--- config.mk ---
export PLATFORM = sky130hd
export DESIGN_NAME = fetch_unit
export DESIGN_NICKNAME = d
export VERILOG_FILES = /design/src/rtl/riscv_pkg.sv /design/src/rtl/next_pc_sel.sv /design/src/rtl/fetch_unit.sv
export SDC_FILE = /design/constraint.sdc
export NUM_CORES = 1
export LEC_CHECK = 0
export ABC_AREA = 1
export CORE_MARGIN = 1
export CORE_UTILIZATION = 30
export DETAILED_ROUTE_END_ITERATION = 7
export HOLD_SLACK_MARGIN = 0.02
export MAX_ROUTING_LAYER = met4
export PLACE_DENSITY = 0.67
export SLEW_MARGIN = 30
export SYNTH_ARGS = -nofsm -noshare
export SYNTH_HDL_FRONTEND = slang
export SYNTH_SLANG_ARGS = --single-unit
--- constraint.sdc ---
create_clock -name clk -period 3 [get_ports clk]
set_input_delay 0.3 -clock clk [delete_from_list [all_inputs] [get_ports clk]]
set_output_delay 0.3 -clock clk [all_outputs]
set_load 0.03 [all_outputs]
--- src/rtl/riscv_pkg.sv ---
// Shared RV32 front-end definitions: opcodes, the NOP word and the fetch FSM encoding.
package riscv_pkg;

  localparam logic [6:0] OP_R_TYPE = 7'd51;
  localparam logic [6:0] OP_I_TYPE = 7'd19;
  localparam logic [6:0] OP_LOAD   = 7'd3;
  localparam logic [6:0] OP_JALR   = 7'd103;
  localparam logic [6:0] OP_STORE  = 7'd35;
  localparam logic [6:0] OP_BRANCH = 7'd99;
  localparam logic [6:0] OP_JAL    = 7'd111;

  localparam logic [31:0] NOP_INSTR = 32'h0000_0013;

  typedef enum logic [1:0] {
    ST_BOOT  = 2'd0,
    ST_FETCH = 2'd1,
    ST_EXEC  = 2'd2,
    ST_HALT  = 2'd3
  } fetch_state_e;

endpackage

--- src/rtl/next_pc_sel.sv ---
// Next-PC target mux (JALR > JAL > taken branch > pc+4) with word-alignment check.
module next_pc_sel #(
  parameter int unsigned XLEN = 32
) (
  input  logic [XLEN-1:0] pc,
  input  logic [XLEN-1:0] imm,
  input  logic [XLEN-1:0] alu_result,
  input  logic            branch,
  input  logic            zero,
  input  logic            pc_jal,
  input  logic            pc_jalr,
  output logic [XLEN-1:0] next_pc_c,
  output logic            misalign_c
);

  always_comb begin
    next_pc_c = pc + XLEN'(4);
    if (pc_jalr) begin
      next_pc_c = {alu_result[XLEN-1:1], 1'b0};
    end else if (pc_jal || (branch && zero)) begin
      next_pc_c = pc + imm;
    end
    misalign_c = next_pc_c[1] | next_pc_c[0];
  end

endmodule

--- src/rtl/fetch_unit.sv ---
// Instruction fetch / PC sequencing: BOOT -> FETCH (wait on rvalid) -> EXEC -> FETCH, HALT on misaligned target.
module fetch_unit
  import riscv_pkg::*;
#(
  parameter int unsigned     XLEN     = 32,
  parameter logic [XLEN-1:0] RESET_PC = '0
) (
  input  logic            clk,
  input  logic            rst_n,
  output logic            imem_req,
  output logic [XLEN-1:0] imem_addr,
  input  logic            imem_rvalid,
  input  logic [31:0]     imem_rdata,
  output logic [31:0]     instr,
  output logic            instr_valid,
  output logic [XLEN-1:0] pc,
  output logic [XLEN-1:0] pc_plus4,
  input  logic            branch,
  input  logic            pc_jal,
  input  logic            pc_jalr,
  input  logic            zero,
  input  logic [XLEN-1:0] imm,
  input  logic [XLEN-1:0] alu_result,
  output logic            misalign_err
);

  fetch_state_e    state_q, state_d;
  logic [XLEN-1:0] pc_q, pc_d;
  logic [31:0]     instr_q, instr_d;
  logic            instr_valid_q, instr_valid_d;
  logic            imem_req_q, imem_req_d;
  logic            misalign_q, misalign_d;
  logic [XLEN-1:0] next_pc_c;
  logic            misalign_c;

  next_pc_sel #(.XLEN(XLEN)) u_next_pc_sel (
    .pc         (pc_q),
    .imm        (imm),
    .alu_result (alu_result),
    .branch     (branch),
    .zero       (zero),
    .pc_jal     (pc_jal),
    .pc_jalr    (pc_jalr),
    .next_pc_c  (next_pc_c),
    .misalign_c (misalign_c)
  );

  // Outputs are decoded from the next state so they are flops, never paths from imem_rvalid.
  always_comb begin
    state_d       = state_q;
    pc_d          = pc_q;
    instr_d       = instr_q;
    misalign_d    = misalign_q;
    instr_valid_d = 1'b0;
    imem_req_d    = 1'b0;
    case (state_q)
      ST_BOOT: begin
        state_d    = ST_FETCH;
        imem_req_d = 1'b1;
      end
      ST_FETCH: begin
        if (imem_rvalid) begin
          instr_d       = imem_rdata;
          instr_valid_d = 1'b1;
          state_d       = ST_EXEC;
        end else begin
          imem_req_d = 1'b1;
        end
      end
      ST_EXEC: begin
        if (misalign_c) begin
          misalign_d = 1'b1;
          state_d    = ST_HALT;
        end else begin
          pc_d       = next_pc_c;
          imem_req_d = 1'b1;
          state_d    = ST_FETCH;
        end
      end
      ST_HALT: begin
        state_d = ST_HALT;
      end
      default: begin
        state_d = ST_BOOT;
      end
    endcase
  end

  always_ff @(posedge clk or negedge rst_n) begin
    if (!rst_n) begin
      state_q       <= ST_BOOT;
      pc_q          <= RESET_PC;
      instr_q       <= NOP_INSTR;
      instr_valid_q <= 1'b0;
      imem_req_q    <= 1'b0;
      misalign_q    <= 1'b0;
    end else begin
      state_q       <= state_d;
      pc_q          <= pc_d;
      instr_q       <= instr_d;
      instr_valid_q <= instr_valid_d;
      imem_req_q    <= imem_req_d;
      misalign_q    <= misalign_d;
    end
  end

  assign imem_req     = imem_req_q;
  assign imem_addr    = pc_q;
  assign instr        = instr_q;
  assign instr_valid  = instr_valid_q;
  assign pc           = pc_q;
  assign pc_plus4     = pc_q + XLEN'(4);
  assign misalign_err = misalign_q;

endmodule

---- Word-level counts from Yosys, hierarchy flattened ----
Cells that the tools add are included.
storage, ports and cells
  word-level logic and storage cells ...... 30
  register bits after elaboration ......... 69
operators by class
  muxes and demuxes ....................... 10
  bitwise gates (word level) .............. 2
  reduce and logical (&&, ||, !) cells .... 6
  equal/unequal tests ..................... 4
  add/sub/neg operators ................... 2
operators with widths
  operator               number
  $mux 32                2
  $add 32x3->32 const B  1
  $add 32x32->32         1
  $pmux 2 s4             1
  $reduce_and 2->1       3
  $eq 2x2->1 const B     2
  $mux 1                 4
  $mux 2                 2
  $pmux 1 s3             1
  $eq 2x1->1 const B     1
  $logic_not 2->1        1
  $ne 2x2->1 const B     1
  $logic_and 1x1->1      1
  $logic_or 1x1->1       1
  $not 1->1              1
  $or 1x1->1             1

---- Logic depth before layout (Yosys ltp) ----
Gate-level depths: netlist (run 1).
  depth after elaboration ................. 7
  depth in mapped cells ................... 15
  gate-level depth less buffers ........... 15

---- Cells and area by module ----
From an unflattened synthesis (run 1), not the netlist that was laid out.
second synthesis, totals
  cells, all modules ...................... 1193
  area total of the unflattened synthesis .. 7437.1 um^2
modules (own cells, without submodules)
  module       area each (um^2)  times used  cells an instance
  next_pc_sel  3763.6            1           762
  fetch_unit   3673.5            1           431

---- Worst setup path after synthesis (run 1) ----
OpenSTA, ideal clock, no wires.
  path kind ............................... flip-flop to flip-flop
  start ................................... register pc_q[3] (netlist: imem_addr[3])
  end ..................................... register pc_q[18] (netlist: imem_addr[18])
  path slack .............................. 0.700 ns
  data arrival time ....................... 2.235 ns
  buffers on the path ..................... 0
  cell stages (with the launch flop) ...... 11
  clock period less this slack ............ 2.300 ns
  setup time .............................. 0.066 ns
  required time ........................... 2.934 ns
  cells stage by stage .................... dfrtp_1 -> ha_1 -> nand2_1 -> nor2_4 -> nand2_2 -> nor2_1 -> xor2_1 -> a21oi_1 -> o21ai_0 -> nand2_1 -> nand2_1
between the ends
  word-level cells in the longest chain between the ends .. 3
  elaborated cells between the ends (all ways) .. 4
RTL lines
  item                    RTL line           source
  start, declared         fetch_unit.sv:28   logic [XLEN-1:0] pc_q, pc_d;
  start signal, assigned  fetch_unit.sv:99   pc_q <= pc_d;
  $add 32x3->32           -
  via pc_plus4[18]        fetch_unit.sv:17   output logic [XLEN-1:0] pc_plus4,
  $mux 32                 next_pc_sel.sv:20  end else if (pc_jal || (branch && zero)) begin
  $mux 32                 next_pc_sel.sv:18  if (pc_jalr) begin
The timed path passes the listed nets, and every way through them passes these cells.
A chain may end at the register's enable or synchronous reset.

---- Worst setup path in the final report (run 1) ----
  start ................................... register pc_q[4] (netlist: imem_addr[4])
  end ..................................... output pc_plus4[17]
between the ends
  word-level cells in the longest chain between the ends .. 1
RTL lines
  item           RTL line           source
  $add 32x3->32  fetch_unit.sv:112  assign pc_plus4 = pc_q + XLEN'(4);
  end, declared  fetch_unit.sv:17
No other way between the ends.

==> key figures, run 1 <==
Routing
  • DR iter-0 viols: 410
  • Via density: around 4.7
  • DRT Pass-1 Iters: 5
  • Drt wl/cell: approximately 16 µm
  • Final wirelength: 24300 µm
  • # DRC: 0
  • DRT antenna net count: 0
  • Vias: ~7200

Place
  • GP Congestion: 0.948
  • I/O Buffers: 232
  • HPWL after DPL: around 20000 µm
  • Placement Cell Area: between 0.008 and 0.009 mm²
  • Place WS: 328 ps

Logic synthesis
  • Yosys reg bits: just under 70
  • Cells after synthesis: approximately 1000
  • Post-synth EDFFs: 0
  • Syn nets: 1185
  • Sequential area share after synthesis: 26.5%
  • Fraction of registers with async set/reset: between 90% and 100%
  • Avg Cell Area, Syn: 6.23 µm²
  • Yosys warns: 0
  • Synthesized cell area: around 0.0065 mm²
  • Top_reg_cell synth: dfrtp_1
  • Unique masters post-synth: 43

STA
  • Final worst-path cycle share: between 90 and 100%
  • Max Fclk: ~350 MHz
  • Final hold vios: 0
  • Normalized max-slew margin: roughly two thirds
  • Endpoints failing setup: 0
  • Setup TNS: 0 ps
  • Post-route minimum period: roughly 2900 ps
  • RSZ-0062 raised after global routing: no
  • Final Max Tran Viols: 0
  • Worst Max-Slew Pin Slew: approximately 520 ps
  • Final clock skew: a little under 9 ps
  • Final Worst Setup Slack: 135 ps

Floorplan
  • Core area: approximately 0.021 mm²
  • Die area: 0.0224 mm²
  • Initial cell density of the core: ~31%
  • IO Count: about 230
  • Die X: roughly 150 µm
  • Cell row count: 53
  • Die height: roughly 150 µm

Clock tree
  • Root Driver: clkbuf_16
  • CTS Buf Count: 9
  • Worst-skew pair later-pin latency: approximately 340 ps
  • Postcts setup bufs: 0
  • H-tree depth: 3
  • CTS tree: built
  • CTS Buffer Depth: 2
  • Clk sinks: slightly below 70
  • Clock-pin slew on the worst setup and hold paths: ~60 ps

Setup path
  • Crit Path Max Fanout: 7
  • Required @ worst endpoint: around 2700 ps
  • Worst Setup End Kind: output pin
  • Critical setup path kind: flip-flop to output pin
  • Largest stage delay on the critical path: roughly 740 ps
  • CP Launch Type: flip-flop
  • CP max-delay cell: clkdlybuf4s50_1
  • CP cell instances: nand3_4 -> nor2_4 -> nand2_4 -> nor2_1 -> xor2_1 -> clkdlybuf4s50_1
  • Arr. time, crit path: between 2000 and 3000 ps

Hold path
  • Hold WC Path Type: input pin to asynchronous set/reset pin

GRT
  • Vias in the first global route: 7094
  • First-pass GRT wire length: 37600 µm
  • All-Layer GR Usage: a little under a quarter
  • Largest net degree at the start of global routing: 39
  • GR Overflow Total: 0
  • Initial antenna violation count: 1

Power
  • Total design power: ~9 mW
  • PwrDens: a little under 1000 mW/mm²
  • Leak Pwr: a little under 5 nW
  • Peak VDD IR: 0.000520 V

Flow run
  • MaxCap Viol Count: 0

Cells and area
  • Fraction of layout cells with a size suffix above 1: roughly 5.2%
  • Fillers: approximately 2200
  • Final Cell Area: 0.00930 mm²
  • Final Net Count: 1393
  • P&R area growth vs syn: 42.1%

Outcome
  • Status: finished, final reports clean
==> cell families after synthesis <==
group | share of synthesized area [%]
simple gates | 39.6
buf+inv | 13.6
compound gates | 9.81
flops | 26.5
fa+ha+maj | 6.43
xor+xnor | 4.11
==> where the power goes <==
part           internal [mW]  switching, mW  total [mW]
Clock                  0.554          0.411       0.965
Sequential              1.32          0.483        1.81
Combinational           2.38           3.80        6.19
Total                   4.26           4.70        8.96
==> synthesized netlist by cell type, drive strengths merged (11+ instances only) <==
master	count	share of area (%)
o21ai	22	1.7
nand2	433	25
nand3b	13	1.5
nor2	86	5.4
nand3	51	4.4
buf	47	5.2
a21oi	56	4.3
nor3	20	2.1
inv	136	7.8
xnor2	11	1.7
xor2	18	2.4
dfrtp	66	25
ha	32	6.1
==> state kept, by name (all words and copies together) (netlist names) <==
register,count
imem_addr,32
imem_req,1
instr,32
instr_valid,1
misalign_err,1
state_q,2
==> stage by stage <==
step | util, % | hold WS (ps) | instances
floorplan | - | 4.41 | 1049
global placement | 42.4 | 133 | 1520
detailed placement | 42.4 | 136 | 1520
CTS | 43.7 | 309 | 1536
global route | 43.8 | 335 | 1537
finish | 43.8 | 319 | 1537
==> placed cells by master (no fill, tap or decap), types with 2 or more instances in the layout <==
| cell | netlist | final |
|---|---|---|
| a2bb2oi_1 | 3 | 3 |
| nor3_1 | 12 | 12 |
| buf_4 | 35 | 20 |
| a21o_1 | 2 | 2 |
| dfrtp_2 | 0 | 2 |
| nand2_1 | 430 | 430 |
| clkdlybuf4s50_1 | 0 | 222 |
| clkinv_2 | 0 | 2 |
| o211ai_1 | 5 | 5 |
| and2_1 | 3 | 3 |
| clkbuf_16 | 0 | 9 |
| nor2_4 | 3 | 3 |
| dlymetal6s2s_1 | 0 | 9 |
| xor2_1 | 18 | 18 |
| dfrtp_1 | 66 | 64 |
| nor2_1 | 80 | 79 |
| o21bai_1 | 9 | 9 |
| nand3_1 | 48 | 48 |
| nor2_2 | 3 | 4 |
| o21ai_1 | 2 | 2 |
| dfstp_2 | 3 | 3 |
| inv_1 | 135 | 135 |
| o221ai_1 | 2 | 2 |
| nor3_2 | 8 | 8 |
| a21boi_1 | 6 | 6 |
| nand3_4 | 2 | 2 |
| o21ai_0 | 20 | 20 |
| nand2_2 | 2 | 2 |
| nand4_1 | 7 | 7 |
| xnor2_2 | 2 | 2 |
| a22oi_1 | 2 | 2 |
| xnor2_1 | 9 | 9 |
| nand3b_1 | 13 | 13 |
| clkbuf_1 | 10 | 2 |
| a21oi_1 | 56 | 56 |
| ha_1 | 32 | 32 |
==> metal layers <==
layer	part of all wire (%)	GRT usage, %
met2	47	36.7
met1	44	28.9
met3	7.0	4.05
met5	0	-
met4	2.0	6.26
==> worst max-delay path: cells and delay by family, from the launching register on <==
family / cells / cell delay (ps)
xor gates and xnor gates: 1 / 310
buffers and inverters: 1 / 740
DFF: 1 / 530
and+or+nand+nor: 4 / 640
==> area by class of cell <==
type / count / area (µm²) / share of cell area [%]
multi-input combinational: 786 / 3920 / 42.2
timing repair buffer: 254 / 2520 / 27.1
sequential: 69 / 1730 / 18.6
inverter: 137 / 514 / 5.53
tap: 275 / 344 / 3.70
clock buffer: 11 / 233 / 2.50
clock inverter: 4 / 26.3 / 0.283
antenna: 1 / 2.50 / 0.0269
==> path summary, 6_finish.rpt <==
check	start	slack (ps)	cells past startpoint	to
max	imem_addr[4]	130	6	pc_plus4[17]
min	rst_n	320	2	instr[31]
max reg2reg	imem_addr[0]	540	15	imem_addr[28]
min reg2reg	misalign_err	460	1	misalign_err
max in group asynchronous	rst_n	1930	3	instr[4]
min in group clk	misalign_err	460	1	misalign_err
==> what timing repair did <==
item / in CTS / in global routing
endpoints found under the setup margin: 0 / 12
endpoints found under the hold margin: 5 / 0
hold buffers: 1 / 0
gates resized for setup: 0 / 12
Note: power is estimated with default switching activity, not from simulation.
==> run 2: changes to the inputs <==
- PLACE_DENSITY: 0.67 -> 0.66
- SYNTH_HIERARCHICAL: not set -> 1
==> key figures, run 2 <==
Logic synthesis
  • Post-synth top cells: nand2_1 (434), inv_1 (129), nor2_1 (125)
  • Unique masters post-synth: 48
  • Synthesized cell area: ~0.0074 mm²
  • Syn nets: 1330
  • Cells after synthesis: 1193
  • Yosys reg bits: 69
  • Fraction of registers with async set/reset: between 90% and 100%
  • Yosys warns: 6
  • Synth area leaders: dfrtp_1 (22%), nand2_1 (22%), inv_1 (6.5%), nor2_1 (6.3%), ha_1 (5.6%)
  • Avg Cell Area, Syn: between 6 and 7 µm²
  • Post-synth EDFFs: 0
  • Share of the synthesized area in the top cell type: between 20 and 25%
  • Largest area contributor in the synthesized netlist: dfrtp_1
  • Sequential area share after synthesis: between 20% and 30%
  • Top_reg_cell synth: dfrtp_1
  • Most frequent cell after synthesis: nand2_1

Clock tree
  • CTS tree: built
  • Worst-skew pair later-pin latency: between 300 and 400 ps
  • CTS Buffer Depth: 2
  • Root Driver: clkbuf_16
  • Clk sinks: ~70
  • Postcts setup bufs: 0
  • Clock-pin slew on the worst setup and hold paths: about 70 ps
  • CTS Buf Count: 9
  • H-tree depth: 3
  • Hold-fix buffers, CTS: 0
  • Resized Gates After CTS: 0

Setup path
  • Critical setup path kind: flip-flop to output pin
  • Cells on worst reg2reg path: 13
  • Worst Setup End Kind: output pin
  • Buffers and inverters on the worst path: 1
  • Arr. time, crit path: ~2500 ps
  • Critical Path Stages: 6
  • CP cell instances: nand2_2 -> nor2_8 -> nand2_4 -> nor2_4 -> xor2_1 -> clkdlybuf4s50_1
  • CP max-delay cell: clkdlybuf4s50_1
  • Crit Path Max Fanout: 10
  • Required @ worst endpoint: around 2700 ps
  • Crit path max-delay family: buffers and inverters
  • Worst reg2reg setup slack: approximately 420 ps
  • Reg2reg start: imem_addr[4]
  • Largest stage delay on the critical path: roughly 720 ps
  • Reg2reg end: imem_addr[19]
  • CP Launch Type: flip-flop

Hold path
  • Hold WC Path Type: input pin to asynchronous set/reset pin

Flow run
  • MaxCap Viol Count: 0

Floorplan
  • Die height: roughly 160 µm
  • IO Count: around 230
  • Initial cell density of the core: between 30% and 40%
  • Die X: 159 µm
  • Core area: roughly 0.024 mm²
  • Cell row count: 57
  • Die area: roughly 0.025 mm²

Routing
  • Via density: roughly 4.7
  • Wl on met1: around 12000 µm
  • DR top layer: met4
  • # DRC: 0
  • DR iter-0 viols: around 420
  • DRT Pass-1 Iters: 5
  • DRT antenna net count: 0
  • Met3 Wirelength: 1900 µm
  • Final wirelength: ~27000 µm
  • Drt wl/cell: roughly 16 µm
  • Met2 wire length: approximately 13000 µm
  • Vias: 8191

Power
  • Leak Pwr: about 5 nW
  • Total design power: approximately 6.8 mW
  • PwrDens: 659 mW/mm²
  • Peak VDD IR: between 0.0004 and 0.0005 V

Cells and area
  • Most common cell after layout, fill and taps aside: nand2_1
  • Fillers: roughly 2500
  • P&R area growth vs syn: 37.9%
  • Fraction of layout cells with a size suffix above 1: 9.43%
  • Commonest cells after routing, fill and taps aside: nand2_1 (434), clkdlybuf4s50_1 (228), inv_1 (129), nor2_1 (125), a21oi_1 (75)
  • Final Cell Area: around 0.01 mm²
  • Storage element area: 0.00173 mm²
  • Final Net Count: 1532
  • Area of the multi-input gates: between 0.004 and 0.005 mm²

STA
  • Worst Max-Slew Pin Slew: slightly above 700 ps
  • Final clock skew: 10.9 ps
  • Endpoints failing setup: 0
  • Final Max Tran Viols: 0
  • Max Fclk: approximately 350 MHz
  • RSZ-0062 raised after global routing: no
  • Final worst-path cycle share: between 90% and 100%
  • Setup TNS: 0 ps
  • Normalized max-slew margin: between 50% and 60%
  • Final hold vios: 0
  • Post-route minimum period: about 2800 ps

GRT
  • All-Layer GR Usage: 21.9%
  • Initial antenna violation count: 1
  • GR Overflow Total: 0
  • Largest net degree at the start of global routing: 41
  • First-pass GRT wire length: 42300 µm
  • Vias in the first global route: between 7000 and 8000

Place
  • HPWL after DPL: 21800 µm
  • Placement Cell Area: roughly 0.01 mm²
  • I/O Buffers: roughly 230
  • GP Congestion: ~0.91

Outcome
  • Status: finished, final reports clean
-- run 2: changes by cell type after synthesis, sizes merged, moves of 5 or more --
cell and delta:
a21boi -6, a21oi +24, a31oi +8, mux2 +24
nand2 +21, nand3 +16, nor2 +63, o21ai -5
or2 +8
-- run 2: area by class of cell --
cell class / instances / area share (%)
diodes: 1 / 0.0244
clock buffers: 10 / 2.23
clock inverters: 6 / 0.915
inverters: 138 / 5.05
multi-input cells: 929 / 47.0
flip-flops and latches: 69 / 16.9
well taps: 324 / 3.95
repair buffers: 248 / 24.0
-- run 2: stage by stage --
step                setup slack [ps]  std cells  utilization, %  hold slack (ps)
floorplan                        540       1193               -             4.41
global placement                 286       1708            40.8              402
detailed placement               209       1708            40.8              401
CTS                             97.6       1724            42.1             31.2
global route                    20.9       1725            42.2             61.6
finish                           166       1725            42.2             1.12
-- run 2: metal layers --
| metal | track usage [%] | vias up |
|---|---|---|
| met5 | - | - |
| met4 | 7.39 | 0 |
| met3 | 4.79 | 34 |
| met2 | 36.6 | 291 |
| met1 | 26.1 | 3734 |
| li1 | - | 4132 |
-- run 2: worst register-to-register path, cell delays in order, from the launching register on --
cell	delay [ps]
dfrtp_1	580
ha_1	470
nand2_1	110
nor2_1	120
nand3_1	80
nand2_1	150
nand2_1	70
nand2_1	170
nand3_1	120
nand3_1	90
nand3_1	180
a21oi_2	190
nor2_1	60
a21oi_1	110
-- run 2: how the worst max path moves through the flow --
stage                 start       endpoint  slack (ps)
2_1_floorplan  imem_addr[0]  imem_addr[10]         540
3_3_place_gp         imm[0]  imem_addr[10]         290
3_5_place_dp         imm[0]   imem_addr[9]         210
4_1_cts        imem_addr[5]   pc_plus4[14]         100
5_1_grt        imem_addr[2]   pc_plus4[12]          20
6_report       imem_addr[4]   pc_plus4[13]         170
-- run 2: logic make-up after synthesis --
kind of cell	after synthesis	share of synthesized area [%]
simple gates	725	43.2
buf+inv	195	11.9
compound gates	116	8.60
flops	69	23.3
fa+ha+maj	34	5.82
xor+xnor	30	3.63
mux	24	3.63
-- run 2: where the power goes --
group	internal [mW]	switching (mW)	leakage [nW]
clock network	0.736	0.436	0.154
registers	1.19	0.443	0.848
logic	1.59	2.36	4.00
==> run 3: changes to the inputs <==
- CTS_CLUSTER_DIAMETER: not set -> 50
==> results of run 3 <==
The final DEF is identical to that of run 2; final timing and power are the same.
